<file path="src/rtl/qgen_pkg.sv">
// Shared types and helpers for the quadrature generator: FSM states,
// 2-bit {a,b} phase codes and the Gray-code step functions.
package qgen_pkg;

  typedef enum logic [1:0] {
    IDLE = 2'd0,
    RUN  = 2'd1,
    DONE = 2'd2
  } qgen_state_e;

  localparam logic [1:0] PH_00 = 2'b00;
  localparam logic [1:0] PH_01 = 2'b01;
  localparam logic [1:0] PH_11 = 2'b11;
  localparam logic [1:0] PH_10 = 2'b10;

  // Forward rotation: 00 -> 01 -> 11 -> 10 -> 00
  function automatic logic [1:0] next_phase_fwd(input logic [1:0] ph);
    case (ph)
      PH_00:   return PH_01;
      PH_01:   return PH_11;
      PH_11:   return PH_10;
      default: return PH_00;
    endcase
  endfunction

  // Backward rotation: 00 -> 10 -> 11 -> 01 -> 00
  function automatic logic [1:0] next_phase_bwd(input logic [1:0] ph);
    case (ph)
      PH_00:   return PH_10;
      PH_10:   return PH_11;
      PH_11:   return PH_01;
      default: return PH_00;
    endcase
  endfunction

endpackage

</file>
<file path="src/rtl/quad_encoder_gen_if.sv">
// Command channel of the quadrature generator: valid/ready handshake
// carrying a signed step count and a per-edge period in clocks.
interface quad_encoder_gen_if #(
  parameter int CNT_W = 32,
  parameter int DIV_W = 16
);
  logic                    cmd_valid;
  logic                    cmd_ready;
  logic signed [CNT_W-1:0] cmd_steps;
  logic        [DIV_W-1:0] cmd_period;

  modport master (output cmd_valid, cmd_steps, cmd_period, input cmd_ready);
  modport slave  (input cmd_valid, cmd_steps, cmd_period, output cmd_ready);
endinterface

</file>
<file path="src/rtl/qgen_divider.sv">
// Edge-rate divider: counts enabled cycles and ticks on the cycle the
// count reaches period-1, then wraps to 0. period must be non-zero.
module qgen_divider #(
  parameter int DIV_W = 16
) (
  input  logic             aclk,
  input  logic             areset,
  input  logic             clear,
  input  logic             enable,
  input  logic [DIV_W-1:0] period,
  output logic             tick
);
  logic [DIV_W-1:0] cnt_q;
  logic             wrap;

  assign wrap = (cnt_q == period - DIV_W'(1));
  assign tick = enable && wrap;

  // Count while enabled; freeze otherwise so a pause shifts all later edges.
  always_ff @(posedge aclk) begin
    if (areset || clear)
      cnt_q <= '0;
    else if (enable)
      cnt_q <= wrap ? '0 : cnt_q + DIV_W'(1);
  end
endmodule

</file>
<file path="src/rtl/quad_encoder_gen.sv">
// Quadrature encoder emulator. Accepts {steps, period} commands and emits
// a Gray-coded enc_a/enc_b stream, one edge per period clocks, while
// tracking the emitted position. Optional build macro QGEN_ERR_INJECT_EN
// adds inj_err, which turns a tick into an illegal double-step.
module quad_encoder_gen
  import qgen_pkg::*;
#(
  parameter int CNT_W = 32,
  parameter int DIV_W = 16
) (
  input  logic                    aclk,
  input  logic                    areset,
  quad_encoder_gen_if.slave       cmd,
  input  logic                    enable,
  input  logic                    abort,
`ifdef QGEN_ERR_INJECT_EN
  input  logic                    inj_err,
`endif
  output logic                    enc_a,
  output logic                    enc_b,
  output logic                    busy,
  output logic                    done,
  output logic                    aborted,
  output logic signed [CNT_W-1:0] position,
  output logic                    dir
);
  qgen_state_e      state_q, state_d;
  logic [CNT_W-1:0] rem_q;
  logic [DIV_W-1:0] period_q;
  logic             fwd_q;
  logic             aborted_q;
  logic [1:0]       phase_q;
  logic [CNT_W-1:0] steps_u;
  logic [CNT_W-1:0] mag;
  logic             accept;
  logic             tick;
  logic             inj;

  // Magnitude as unsigned so the most-negative count maps to 2^(CNT_W-1).
  assign steps_u = cmd.cmd_steps;
  assign mag     = steps_u[CNT_W-1] ? (~steps_u + CNT_W'(1)) : steps_u;
  assign accept  = (state_q == IDLE) && cmd.cmd_valid;

`ifdef QGEN_ERR_INJECT_EN
  assign inj = inj_err;
`else
  assign inj = 1'b0;
`endif

  qgen_divider #(.DIV_W(DIV_W)) u_div (
    .aclk   (aclk),
    .areset (areset),
    .clear  (accept),
    .enable ((state_q == RUN) && enable),
    .period (period_q),
    .tick   (tick)
  );

  // State register.
  always_ff @(posedge aclk) begin
    if (areset) state_q <= IDLE;
    else        state_q <= state_d;
  end

  // Next state: a zero-step command goes straight to DONE; the last tick
  // or an abort ends RUN (a coincident tick is still performed).
  always_comb begin
    state_d = state_q;
    case (state_q)
      IDLE:    if (cmd.cmd_valid) state_d = (mag == '0) ? DONE : RUN;
      RUN:     if (abort || (tick && rem_q == CNT_W'(1))) state_d = DONE;
      DONE:    state_d = IDLE;
      default: state_d = IDLE;
    endcase
  end

  // Command latch and per-tick phase/position update. Phase is never
  // cleared between commands so the emitted stream stays continuous.
  always_ff @(posedge aclk) begin
    if (areset) begin
      rem_q     <= '0;
      period_q  <= DIV_W'(1);
      fwd_q     <= 1'b1;
      aborted_q <= 1'b0;
      phase_q   <= PH_00;
      position  <= '0;
      dir       <= 1'b1;
    end else begin
      aborted_q <= (state_q == RUN) && abort;
      if (accept) begin
        rem_q    <= mag;
        fwd_q    <= ~steps_u[CNT_W-1];
        period_q <= (cmd.cmd_period == '0) ? DIV_W'(1) : cmd.cmd_period;
      end else if (tick) begin
        rem_q <= rem_q - CNT_W'(1);
        if (inj) begin
          phase_q <= phase_q ^ 2'b11;
        end else begin
          phase_q  <= fwd_q ? next_phase_fwd(phase_q) : next_phase_bwd(phase_q);
          position <= fwd_q ? position + CNT_W'(1) : position - CNT_W'(1);
          dir      <= fwd_q;
        end
      end
    end
  end

  assign {enc_a, enc_b} = phase_q;
  assign cmd.cmd_ready  = (state_q == IDLE);
  assign busy           = (state_q == RUN);
  assign done           = (state_q == DONE);
  assign aborted        = (state_q == DONE) && aborted_q;

endmodule
</file>
<file path="src/flat_wrapper.sv">
// flat-port wrapper written by rule: the top's interface ports become plain ports
module quad_encoder_gen_flat import qgen_pkg::*;
#(
  parameter int CNT_W = 32,
  parameter int DIV_W = 16
)
  (aclk, areset, enable, abort, enc_a, enc_b, busy, done, aborted, position, dir, cmd_cmd_valid, cmd_cmd_steps, cmd_cmd_period, cmd_cmd_ready);
  quad_encoder_gen_if #(.CNT_W(CNT_W), .DIV_W(DIV_W)) cmd_i ();
  input  logic aclk;
  input  logic areset;
  input  logic enable;
  input  logic abort;
  output logic enc_a;
  output logic enc_b;
  output logic busy;
  output logic done;
  output logic aborted;
  output logic signed [CNT_W-1:0] position;
  output logic dir;
  input wire logic [$bits(cmd_i.cmd_valid)-1:0] cmd_cmd_valid;
  input wire logic [$bits(cmd_i.cmd_steps)-1:0] cmd_cmd_steps;
  input wire logic [$bits(cmd_i.cmd_period)-1:0] cmd_cmd_period;
  output wire logic [$bits(cmd_i.cmd_ready)-1:0] cmd_cmd_ready;
  assign cmd_i.cmd_valid = cmd_cmd_valid;
  assign cmd_i.cmd_steps = cmd_cmd_steps;
  assign cmd_i.cmd_period = cmd_cmd_period;
  assign cmd_cmd_ready = cmd_i.cmd_ready;
  quad_encoder_gen #(.CNT_W(CNT_W), .DIV_W(DIV_W)) u_core (.aclk(aclk), .areset(areset), .cmd(cmd_i), .enable(enable), .abort(abort), .enc_a(enc_a), .enc_b(enc_b), .busy(busy), .done(done), .aborted(aborted), .position(position), .dir(dir));
endmodule
</file>
<file path="config.mk">
export PLATFORM = sky130hd
export DESIGN_NAME = quad_encoder_gen_flat
export DESIGN_NICKNAME = d
export VERILOG_FILES = /design/src/rtl/qgen_pkg.sv /design/src/rtl/quad_encoder_gen_if.sv /design/src/rtl/qgen_divider.sv /design/src/rtl/quad_encoder_gen.sv /design/src/flat_wrapper.sv
export SDC_FILE = /design/constraint.sdc
export NUM_CORES = 1
export LEC_CHECK = 0
export BUFFER_PORTS_ARGS = -buffer_cell sky130_fd_sc_hd__buf_2
export CAP_MARGIN = 20
export CORE_MARGIN = 2
export CORE_UTILIZATION = 64
export DETAILED_ROUTE_END_ITERATION = 8
export HOLD_SLACK_MARGIN = 0.15
export PLACE_DENSITY_LB_ADDON = 0.2
export SYNTH_ARGS = -nofsm -noshare
export SYNTH_HDL_FRONTEND = slang
export SYNTH_HIERARCHICAL = 1
export SYNTH_SLANG_ARGS = --single-unit
</file>
<file path="constraint.sdc">
create_clock -name aclk -period 9.7 [get_ports aclk]
set_input_delay 1.94 -clock aclk [delete_from_list [all_inputs] [get_ports aclk]]
set_output_delay 1.94 -clock aclk [all_outputs]
set_load 0.05 [all_outputs]
</file>
# Yosys cells after proc, flatten, opt, wreduce, memory -nomap -nowiden
# Cells that the tools add are included.
# W data, S select, Z words.
# word_totals
wordCells,55
register_bits,103
inputBits,53
# classes
bitwise_logic,3
reduce_logical,15
n_mux,13
add_sub_neg,6
n_eq_ne,9
# ops
cell,n
$mux W32,4
$add A32 B1 Y32 const B,1
$add A32 B2 Y32 const B,1
$eq A32 B1 Y1 const B,1
$logic_not A32 Y1,1
$mux W16,2
$not A32 Y32,1
$sub A32 B1 Y32 const B,1
$sub A32 B2 Y32 const B,1
$add A16 B1 Y16 const B,1
$eq A16 B16 Y1,1
$logic_not A16 Y1,1
$sub A16 B1 Y16 const B,1
$pmux W2 S3,2
$mux W2,4
$eq A2 B2 Y1 const B,3
$logic_and A1 B1 Y1,6
$eq A2 B1 Y1 const B,2
$logic_not A2 Y1,2
$pmux W2 S2,1
$reduce_and A2 Y1,2
$logic_or A1 B1 Y1,2
$ne A2 B1 Y1 const B,1
$ne A2 B2 Y1 const B,1
other kinds (2),3

# Logic depth before layout (Yosys ltp)
# depth
depth_word,7
ltp_mapped,17
depth_no_buf,17

# Hierarchy
# The synthesis kept the hierarchy.
# modules_own_cells
module,area_per_inst_um2,n_inst,seq_area_each_um2,cells_per_inst
quad_encoder_gen,6217.2,1,1741.7,809
qgen_divider,1323.8,1,320.3,157

# Worst setup path after synthesis
# No wires, ideal clock.
# synth_path
kind,input -> register
from,input port cmd_cmd_steps[0]
to,register u_core.state_q[0]
setup_time_ns,0.120
slack_ns,5.141
cell_stages,11
arrival_ns,4.439
t_required_ns,9.580
path_cell_list,inv_1 ha_1 or4b_4 nor2_4 nand3b_1 or2_1 mux2_2 a32oi_1 or4_4 nor4b_2 nor2_1
# synth_between
elab_chain_cells,7
# synth_rtl
item,line_no,text
from (decl),flat_wrapper.sv:21,input wire logic [$bits(cmd_i.cmd_steps)-1:0] cmd_cmd_steps;
$not A32 Y32,quad_encoder_gen.sv:41,assign mag = steps_u[CNT_W-1] ? (~steps_u + CNT_W'(1)) : steps_u;
$add A32 B1 Y32,quad_encoder_gen.sv:41,
$mux W32 *,quad_encoder_gen.sv:41,
$logic_not A32 Y1 *,quad_encoder_gen.sv:70,IDLE: if (cmd.cmd_valid) state_d = (mag == '0) ? DONE : RUN;
$mux W2 * (2 in a row),quad_encoder_gen.sv:70,
$pmux W2 S2 *,quad_encoder_gen.sv:69,case (state_q)
to (signal assigned),quad_encoder_gen.sv:62,else state_q <= state_d;
to (decl),quad_encoder_gen.sv:27,"qgen_state_e state_q, state_d;"
# Every way passes the cells marked *; elsewhere a longest branch is shown, timed or not. The select of a mux whose other input is x is not followed.
# A chain may end at the register's enable or synchronous reset.

# Final worst setup path
# layout_path
from,register u_core.period_q[0]
to,register u_core.rem_q[24]
# layout_between
elab_chain_cells,4
# layout_rtl
item,line_no,text
from (decl),quad_encoder_gen.sv:29,logic [DIV_W-1:0] period_q;
from (signal assigned),quad_encoder_gen.sv:93,period_q <= (cmd.cmd_period == '0) ? DIV_W'(1) : cmd.cmd_period;
$sub A16 B1 Y16,qgen_divider.sv:16,assign wrap = (cnt_q == period - DIV_W'(1));
$eq A16 B16 Y1,qgen_divider.sv:16,
$logic_and A1 B1 Y1,qgen_divider.sv:17,assign tick = enable && wrap;
via u_core.tick,quad_encoder_gen.sv:36,logic tick;
$reduce_bool A2 Y1 (no source line),--,
to (signal assigned),quad_encoder_gen.sv:91,rem_q <= mag;
to (signal assigned),quad_encoder_gen.sv:95,rem_q <= rem_q - CNT_W'(1);
to (decl),quad_encoder_gen.sv:28,logic [CNT_W-1:0] rem_q;
# The timed path passes the listed nets, and every way through them passes these cells.

==> out/metrics.cfg <==
[outcome]
status = complete, no violations

[clock_tree]
cts_buffers = 9
cts_resized = 0
clk_latency_ps = 350
root_buffer = clkbuf_16
ctsLongestPathBuffers = 2
cts_sinks = 103
clk_pin_slew_ps = 70
h-tree-depth = 3
cts_tree = built
ctsHoldBuffers = 0
cts_setup_buffers = 0

[sta]
hold_ws_ps = 469.6
final_max_slew_viol_count = 0
hold_viol = 0
fin_crit_sh_pct = 58.75
clock_skew_ps = 7.836
postLayoutSetupSlackWorst_ps = 4002
tns_ps = 0
timing.fmax_ghz = 0.1755
setup_viol = 0
tightest_slew_ps = 1069
min_period_ps = 5698
slew_headroom_pct = 27.74
rsz0062_at_grt = no

[critical_path]
timing.rr.end = u_core/rem_q[24]
cp_data_required_time_ps = 9960
cp.arrival_ps = 5950
cp_max_fo = 11
r2r.worst_path.cells = 17
crit_start = u_core/period_q[0]
critPathCaptureType = flip-flop
worstSetupPathType = reg2reg
worstReg2RegStart = u_core/period_q[0]
r2r_slack_ps = 4000
cp-start-kind = flip-flop
cp-endpoint = u_core/rem_q[24]

[logic_synthesis]
synth_top_area_share_pct = 27.34
yosysSeqAreaShare_pct = 27.34
synth_area_mm2 = 0.007541
muxShareOfSynthArea_pct = 1.095
synth_nets = 1055
yosys.area_share.simple_pct = 28.54
ys_types = 80
synth_area_leaders = dfxtp_1 27%, xnor2_1 7.7%, nand2_1 6.2%
synthAdderAreaFrac_pct = 6.073
synth_compound_area_share_pct = 20.61
synth_xor_area_share_pct = 12.66
synth_top_family_by_area = simple AND/OR/NAND/NOR gates
synth-seq-cells = 103
yosys.area.top_type = dfxtp_1
async_flop_share_pct = 0
synthFlopType = dfxtp_1
synth_edf_count = 0
synth_area_per_cell_um2 = 7.806
synth-warning-count = 6
netlist_instances = 966

[min_path]
hp-class = reg2reg

[cells_and_area]
register_area_mm2 = 0.002062
design_area_mm2 = 0.008313
multiInputGateArea_mm2 = 0.005204
diodes = 0
syn_to_final_growth_pct = 10.24
drive_gt1_share_pct = 15.49
fillerInstances = 977
layout.nets = 1117

[route]
drt-initial-drc-count = 574
vias = 7069
antenna_left = 0
vias_per_cell = 6.011
drtPass1Iterations = 5
drc_errors = 0
drt-wirelength-per-cell_um = 14.88
wl_mm = 17.49

[floorplan]
core_mm2 = 0.01147
dieArea_mm2 = 0.01267
die_x_um = 112.6
initial_core_util_pct = 65.76
die_h_um = 112.6
rows = 39
pin_count = 92

[placement]
gp_congestion = 0.9790
place_area_mm2 = 0.008013
port_buffers = 91
dp_slack_ps = 4096
dpl.hpwl_mm = 12.59

[grt]
grt_max_degree = 85
grt_pass1_wl_mm = 29.56
grt_pass1_vias = 6290
antenna_found_initial = 0
grt_overflow = 0
track_usage_pct = 28.00

[flow_run]
drv_cap = 0

[power_and_ir_drop]
ir_drop_mv = 0.1132
powerDensity_mw_per_mm2 = 124.8
power.static_leakage_nw = 3.302

critical path, cell delays in order (launching register included):
cell      delay [ps]
dfxtp_1          360
inv_1             70
ha_1             250
nor4b_1          890
nand3_1          220
a211o_2          360
a211oi_1         290
nand4_2          260
nor2_1           560
or4b_1           530
nor4_1           320
nand2b_1         120
nor3_1           410
nand2b_1         260
nor3_1           230
xor2_1           170
nor2_1            50
a211oi_1         250
flip-flops by register name (all words and copies together), names as in the netlist:
name and cells:
u_core/position 32, u_core/period_q 16, u_core/state_q 2, u_core/fwd_q 1, u_core/phase_q 2, u_core/dir 1
u_core/aborted_q 1, u_core/u_div/cnt_q 16, u_core/rem_q 32
layout make-up:
class                   count  share of cell area [%]
clock buffers              11                   2.920
multi-input cells         798                   62.60
inverters                  20                  0.9031
repair buffers             96                   5.930
flip-flops and latches    103                   24.80
well taps                 143                   2.152
clock inverters             5                  0.6924
cell usage in the layout, fill, tap and decap left out, types with 6 or more instances in the layout:
| master | synthesis | final |
|---|---|---|
| a211oi_1 | 39 | 39 |
| a21o_1 | 11 | 11 |
| a21oi_1 | 69 | 69 |
| a31oi_1 | 8 | 8 |
| and2_1 | 7 | 7 |
| and3_1 | 13 | 13 |
| buf_2 | 0 | 91 |
| clkbuf_16 | 0 | 9 |
| dfxtp_1 | 103 | 103 |
| ha_1 | 35 | 35 |
| inv_1 | 19 | 19 |
| mux2i_1 | 6 | 6 |
| nand2_1 | 125 | 124 |
| nand2b_1 | 10 | 10 |
| nand3_1 | 28 | 28 |
| nand3b_1 | 8 | 8 |
| nand4_1 | 11 | 11 |
| nor2_1 | 84 | 84 |
| nor2_2 | 10 | 10 |
| nor2b_1 | 7 | 7 |
| nor3_1 | 29 | 29 |
| nor4_1 | 17 | 17 |
| o211ai_1 | 6 | 6 |
| o21ai_0 | 35 | 35 |
| o31ai_1 | 10 | 10 |
| or3_1 | 14 | 14 |
| or4_1 | 6 | 6 |
| or4_4 | 6 | 6 |
| xnor2_1 | 66 | 66 |
| xor2_1 | 43 | 43 |
routing by layer:
metal  wire [um]  up-vias  GRT usage, %
li1            -     3628             -
met4         245        0         7.317
met1        8485     3253         39.64
met2        7869      169         44.03
met3         893       19         5.292
met5           0        -             0
worst min-delay path by stage:
stage	startpoint	endpoint	slack, ps	depth (start not counted)
after floorplan	u_core/period_q[15]	u_core/period_q[15]	450	2
after global placement	u_core/period_q[15]	u_core/period_q[15]	460	2
after detailed placement	u_core/position[23]	u_core/position[23]	460	2
after CTS	u_core/position[23]	u_core/position[23]	470	2
after global routing	u_core/position[8]	u_core/position[8]	500	2
final	u_core/position[5]	u_core/position[5]	470	2
where the power goes:
part	leakage, nW	internal, mW	switching [mW]
clock	0.138	0.207	0.160
sequential	0.840	0.443	0.0208
combinational	2.32	0.0812	0.126
total	3.30	0.731	0.307
synthesized netlist by cell type, types with 7 or more instances:
master,n
o31ai_1,10
and3_1,13
nand2b_1,10
nand3b_1,8
xor2_1,43
a21oi_1,69
dfxtp_1,103
and2_1,7
o21ai_0,35
nand4_1,11
nand2_1,125
nand3_1,28
nor3_1,29
ha_1,35
a211oi_1,39
nor2_1,84
nor2_2,10
clkbuf_1,37
a31oi_1,8
a21o_1,11
or3_1,14
nor4_1,17
inv_1,19
xnor2_1,66
nor2b_1,7
kinds of logic after synthesis:
group | count (synthesis)
fa+ha+maj | 36
xor+xnor | 109
mux | 8
buf+inv | 65
simple gates | 413
flops | 103
compound gates | 232
through the flow:
stage,power (mW),util (%),instances
6_report,1.038,72.49,1176
5_1_grt,1.087,72.49,1176
4_1_cts,1.042,72.49,1176
3_5_place_dp,0.6765,69.87,1160
3_3_place_gp,0.6734,69.87,1160
2_1_floorplan,0.6246,-,966
Note: power is estimated with default switching activity, not from simulation.
